<file path="src/rtl/fibo_sequencer_pkg.sv">
// fibo_sequencer_pkg: opcodes, state encoding and step order shared by the sequencer and the decoder.
package fibo_sequencer_pkg;
   localparam int SIZE_DEF = 4;
   localparam logic [2:0] OP_NOP  = 3'b000;
   localparam logic [2:0] OP_ADD  = 3'b001;
   localparam logic [2:0] OP_LOAD = 3'b100;
   localparam logic [2:0] OP_OUT  = 3'b101;
   typedef enum logic [2:0] {IDLE, LD0, LD1, OUT0, OUT1, ADD, OUT, DONE} state_t;
   function automatic state_t step(state_t s);
      case (s)
         LD0:     step = LD1;
         LD1:     step = OUT0;
         OUT0:    step = OUT1;
         OUT1:    step = ADD;
         ADD:     step = OUT;
         OUT:     step = ADD;
         default: step = IDLE;
      endcase
   endfunction
endpackage

</file>
<file path="src/rtl/fibo_sequencer.sv">
// fibo_sequencer: issues LOAD/ADD/OUT instructions that make a downstream register file emit n Fibonacci terms.
module fibo_sequencer
   import fibo_sequencer_pkg::*;
#(
   parameter int SIZE = SIZE_DEF,
   parameter int NW   = 8
) (
   input  logic            clk,
   input  logic            rst,
   input  logic            start,
   input  logic [NW-1:0]   n,
   input  logic            ready,
   output logic            instr_valid,
   output logic [SIZE-2:0] opcode,
   output logic [SIZE-3:0] operand1,
   output logic [SIZE-3:0] operand2,
   output logic [NW-1:0]   load_value,
   output logic            busy,
   output logic            done
);
   typedef struct packed {
      logic            v;
      logic [SIZE-2:0] op;
      logic [SIZE-3:0] a;
      logic [SIZE-3:0] b;
      logic [NW-1:0]   ld;
   } instr_t;
   localparam logic [SIZE-3:0] R0 = '0;
   localparam logic [SIZE-3:0] R1 = (SIZE-2)'(1);
   state_t          state, nxt;
   instr_t          ins;
   logic [NW-1:0]   n_reg, cnt, cnt_inc;
   logic [SIZE-3:0] ra, rb, ra_n, rb_n;
   logic            is_out, fin;
   function automatic instr_t emit(state_t s, logic [SIZE-3:0] a, logic [SIZE-3:0] b);
      emit = '0;
      emit.v = 1'b1;
      case (s)
         LD0:     emit.op = (SIZE-1)'(OP_LOAD);
         LD1:     begin emit.op = (SIZE-1)'(OP_LOAD); emit.a = R1; emit.ld = NW'(1); end
         OUT0:    emit.op = (SIZE-1)'(OP_OUT);
         OUT1:    begin emit.op = (SIZE-1)'(OP_OUT); emit.a = R1; end
         ADD:     begin emit.op = (SIZE-1)'(OP_ADD); emit.a = a; emit.b = b; end
         OUT:     begin emit.op = (SIZE-1)'(OP_OUT); emit.a = a; end
         default: emit = '0;
      endcase
   endfunction
   assign nxt     = step(state);
   assign is_out  = state inside {OUT0, OUT1, OUT};
   assign cnt_inc = cnt + NW'(1);
   assign fin     = is_out && cnt_inc == n_reg;
   // Ra/Rb swap only after the OUT of an ADD/OUT pair, so the next ADD targets the older term.
   assign ra_n    = state == OUT ? rb : ra;
   assign rb_n    = state == OUT ? ra : rb;
   assign instr_valid = ins.v;
   assign opcode      = ins.op;
   assign operand1    = ins.a;
   assign operand2    = ins.b;
   assign load_value  = ins.ld;
   always_ff @(posedge clk) begin
      if (rst) begin
         state <= IDLE;
         ins   <= '0;
         n_reg <= '0;
         cnt   <= '0;
         ra    <= R0;
         rb    <= R1;
         busy  <= 1'b0;
         done  <= 1'b0;
      end else begin
         case (state)
            IDLE: if (start) begin
               n_reg <= n;
               cnt   <= '0;
               ra    <= R0;
               rb    <= R1;
               busy  <= 1'b1;
               if (n == '0) begin
                  state <= DONE;
                  done  <= 1'b1;
               end else begin
                  state <= LD0;
                  ins   <= emit(LD0, R0, R1);
               end
            end
            DONE: begin
               state <= IDLE;
               done  <= 1'b0;
               busy  <= 1'b0;
            end
            default: if (ready) begin
               ra <= ra_n;
               rb <= rb_n;
               if (is_out) cnt <= cnt_inc;
               if (fin) begin
                  state <= DONE;
                  done  <= 1'b1;
                  ins   <= '0;
               end else begin
                  state <= nxt;
                  ins   <= emit(nxt, ra_n, rb_n);
               end
            end
         endcase
      end
   end
endmodule

</file>
<file path="config.mk">
export PLATFORM = sky130hd
export DESIGN_NAME = fibo_sequencer
export DESIGN_NICKNAME = d
export VERILOG_FILES = /design/src/rtl/fibo_sequencer_pkg.sv /design/src/rtl/fibo_sequencer.sv
export SDC_FILE = /design/constraint.sdc
export NUM_CORES = 1
export LEC_CHECK = 0
export ABC_CLOCK_PERIOD_IN_PS = 4360
export CORE_MARGIN = 3
export CORE_UTILIZATION = 50
export CTS_CLUSTER_SIZE = 10
export DETAILED_ROUTE_END_ITERATION = 12
export GPL_TIMING_DRIVEN = 0
export HOLD_SLACK_MARGIN = 0.1
export PLACE_DENSITY = 0.73
export SYNTH_ARGS = -nofsm -noshare
export SYNTH_HDL_FRONTEND = slang
export SYNTH_SLANG_ARGS = --single-unit
export TNS_END_PERCENT = 5
</file>
<file path="constraint.sdc">
create_clock -name clk -period 4.36 [get_ports clk]
set_input_delay 1.308 -clock clk [delete_from_list [all_inputs] [get_ports clk]]
set_output_delay 1.308 -clock clk [all_outputs]
set_load 0.01 [all_outputs]
</file>
==> summary.md <==
| Metric | Value |
|---|---|
| Syn-to-layout area delta | 20.9% |
| Die Ht | between 60 and 70 um |
| Final hold viol count | 0 |
| Grt met2 use | about 29% |
| Cell mode on critical path | nor2_1 |
| DRC Markers | 0 |
| Critical path launch point type | primary input |
| Fin. max-slew vios | 0 |
| Reg2Reg Depth | 8 |
| Setup Skew | around 0.004 ns |
| CTS resizes | 0 |
| Worst min-delay path category | reg -> reg |
| Max Cap Viol | 0 |
| Clk pwr share | 41.2% |
| Num CTS Buffers | 5 |
| Crit-path max FO | 10 |
| Vias | between 1.5k and 2k |
| Min Hold Slack | 0.455 ns |
| Post-synthesis async set-or-reset flop share | 0% |
| GRT Total Usage | a little over a fifth |
| #FFs+latches synth | 33 |
| Sw Pwr | 179 uW |
| FF-to-FF End | operand1[1] |
| Core area | approximately 3500 um^2 |
| Final number of setup-violating endpoints | 0 |
| Placed cell area | about 2200 um^2 |
| Pleak | 0.858 nW |
| Clock H-tree levels | 2 |
| DR iter-0 viols | 129 |
| Clk sinks | 33 |
| Max transition margin | 33.0% |
| Vias per cell | 5.56 |
| CP cell instances | clkdlybuf4s50_1, nand2b_1, nor3_1, nor2_1, o21ai_0, o31a_1, nor2_1 |
| Mapped Area | 1920 um^2 |
| CP required | between 4 and 5 ns |
| Ys flop type | dfxtp_1 |
| Final period utilization | around three quarters |
| Final antenna-violating net count | 0 |
| CP peak stage delay | 0.78 ns |
| Syn. warnings | 0 |
| Cells after Synth | about 250 |
| IO Pins | 30 |
| CTS tree | done |
| Post-route cell area | 2320 um^2 |
| DP HPWL | 3180 um |
| Sequential share of power | 44.3% |
| Netlist cell types | 54 |
| Post CTS Setup Buffer Count | 0 |
| Critical Path Sink Type | register |
| Global Route met1 Usage | 31.5% |
| RSZ-0062 raised after global routing | no |
| Initial antenna violation count | 0 |
| Initial Utilization | 54.4% |
| Site Rows | 21 |
| Share of post-route cells with drive strength above 1 | 9.79% |
| Drt pass-1 iters | 4 |
| Largest net degree at the start of global routing | 11 |
| Vias in the first global route | 1541 |
| Total grt overflow | 0 |
| Clock Tree Root | clkbuf_8 |
| Reg-to-reg setup timing slack | 1.83 ns |
| Reg clk slew, reported paths | 0.06 ns |
| Total wire length | 4460 um |
| Post-synth EDFFs | 0 |
| Synthesized area per cell | 7.63 um^2 |
| Status | finished, final reports clean |
| P_int | 545 uW |
| Fin Setup TNS | 0 ns |
| Fmax achieved | 0.299 GHz |
| Routability cong. | 0.927 |
| Die X | 67.9 um |
| Inserted Diodes | 0 |
| Met3 Use GR | 4.76% |
| Final #Nets | between 200 and 300 |
| Busiest grt layer | met1 |
| Die area | 4610 um^2 |
| Clk Latency, worst-skew pair | between 0.2 and 0.3 ns |
| Sequential element share of the synthesized area | 34.5% |
| Crit path kind | in -> reg |
| First-pass GRT wire length | 7310 um |
| Crit path from | start |
| Power per Cell Area | 312 nW/um^2 |
| Buffers on Ports | 20 |
| Worst vdd ir | 0.213 mV |
| WP data arrival | 3.51 ns |
| Comb power frac | 14.5% |
| WL/cell | 13.4 um |
| Critical-path top delay cell | nor3_1 |
| Crit path to | cnt[4] |
| Reg-to-Reg Start | cnt[0] |
| Worst Tran Pin Value | approximately 1 ns |
| Tmin final | 3.35 ns |
| Sw Share | roughly 25% |
| CTS Hold Buffers Added | 0 |
| CTS max path bufs | 2 |
## Yosys cell counts, drive strengths merged, types with 4 or more instances
library cell | count | share of area (%)
nor3 | 7 | 1.8
xor2 | 4 | 1.8
o21ai | 12 | 3.1
nand2 | 31 | 6.1
dfxtp | 33 | 34
a22oi | 5 | 2.2
a21oi | 25 | 6.5
clkbuf | 14 | 3.3
buf | 12 | 5.1
nand2b | 6 | 2.0
inv | 5 | 0.98
nand3b | 4 | 1.6
nand3 | 11 | 3.1
nor2 | 32 | 6.3
## worst min-delay path by stage
stage / startpoint / to / slack [ns] / cells after the start
2_1_floorplan: n_reg[0] / n_reg[0] / 0.45 / 2
3_3_place_gp: opcode[0] / opcode[0] / 0.44 / 2
3_5_place_dp: operand1[0] / operand1[0] / 0.44 / 2
4_1_cts: operand1[0] / operand1[0] / 0.46 / 2
5_1_grt: load_value[0] / load_value[0] / 0.49 / 2
6_report: operand1[0] / operand1[0] / 0.46 / 2
## layer usage
metal  wire, um  share of wire, %
met2       1800                40
met4         60               1.3
met5          0                 0
met3        322               7.2
met1       2280                51
## cells in the final DEF (no fill, tap or decap), drive strengths merged, types with 2 or more instances in the layout
| master | n |
|---|---|
| a221oi | 2 |
| xnor2 | 3 |
| a311oi | 2 |
| nand3 | 11 |
| nand4 | 2 |
| xor2 | 4 |
| or3 | 2 |
| o22ai | 2 |
| and3 | 3 |
| clkbuf | 21 |
| conb | 8 |
| or4 | 2 |
| nand3b | 4 |
| a22oi | 5 |
| nor2 | 32 |
| nor4 | 2 |
| a21o | 2 |
| nand2b | 6 |
| o21ai | 12 |
| a211oi | 3 |
| mux2i | 3 |
| a32oi | 2 |
| nand2 | 31 |
| nor3 | 7 |
| inv | 5 |
| dfxtp | 33 |
| clkdlybuf4s50 | 20 |
| buf | 12 |
| a21oi | 25 |
## through the flow
| step | cells | util, % | power, mW | setup slack [ns] |
|---|---|---|---|---|
| after floorplan | 258 | - | 0.394 | 1.69 |
| after global placement | 324 | 62.5 | 0.430 | 0.790 |
| after detailed placement | 324 | 62.5 | 0.431 | 0.772 |
| after CTS | 332 | 65.8 | 0.728 | 1.08 |
| after global routing | 332 | 65.8 | 0.748 | 0.851 |
| final | 332 | 65.8 | 0.723 | 1.01 |
## critical path, delay by kind of cell
kind	cells	cell delay, ns
AND/OR/NAND/NOR	4	1.30
buffers and inverters	1	0.50
AO/OA/AOI/OAI	2	0.41
## layout make-up
class	count	area [um^2]
multi-input cells	194	1100
plain buffers	26	160
flip-flops and latches	33	661
inverters	5	18.8
repair buffers	20	200
well taps	46	57.6
fillers	326	1200
clock buffers	7	86.3
clock inverters	1	30.0
## power groups by stage
stage | sequential (mW) | combinational, mW | clock [mW]
6_report | 0.320 | 0.105 | 0.298
5_1_grt | 0.322 | 0.116 | 0.311
4_1_cts | 0.320 | 0.104 | 0.304
3_5_place_dp | 0.327 | 0.104 | 0
3_3_place_gp | 0.327 | 0.103 | 0
2_1_floorplan | 0.327 | 0.0669 | 0
## logic make-up after synthesis
logic type | share of synthesized area, %
buf+inv | 9.34
fa+ha+maj | 0.653
flops | 34.5
mux | 2.16
simple gates | 27.7
other cells | 0.196
xor+xnor | 3.20
compound gates | 22.3
No activity file was read; power rests on OpenSTA's default activity.
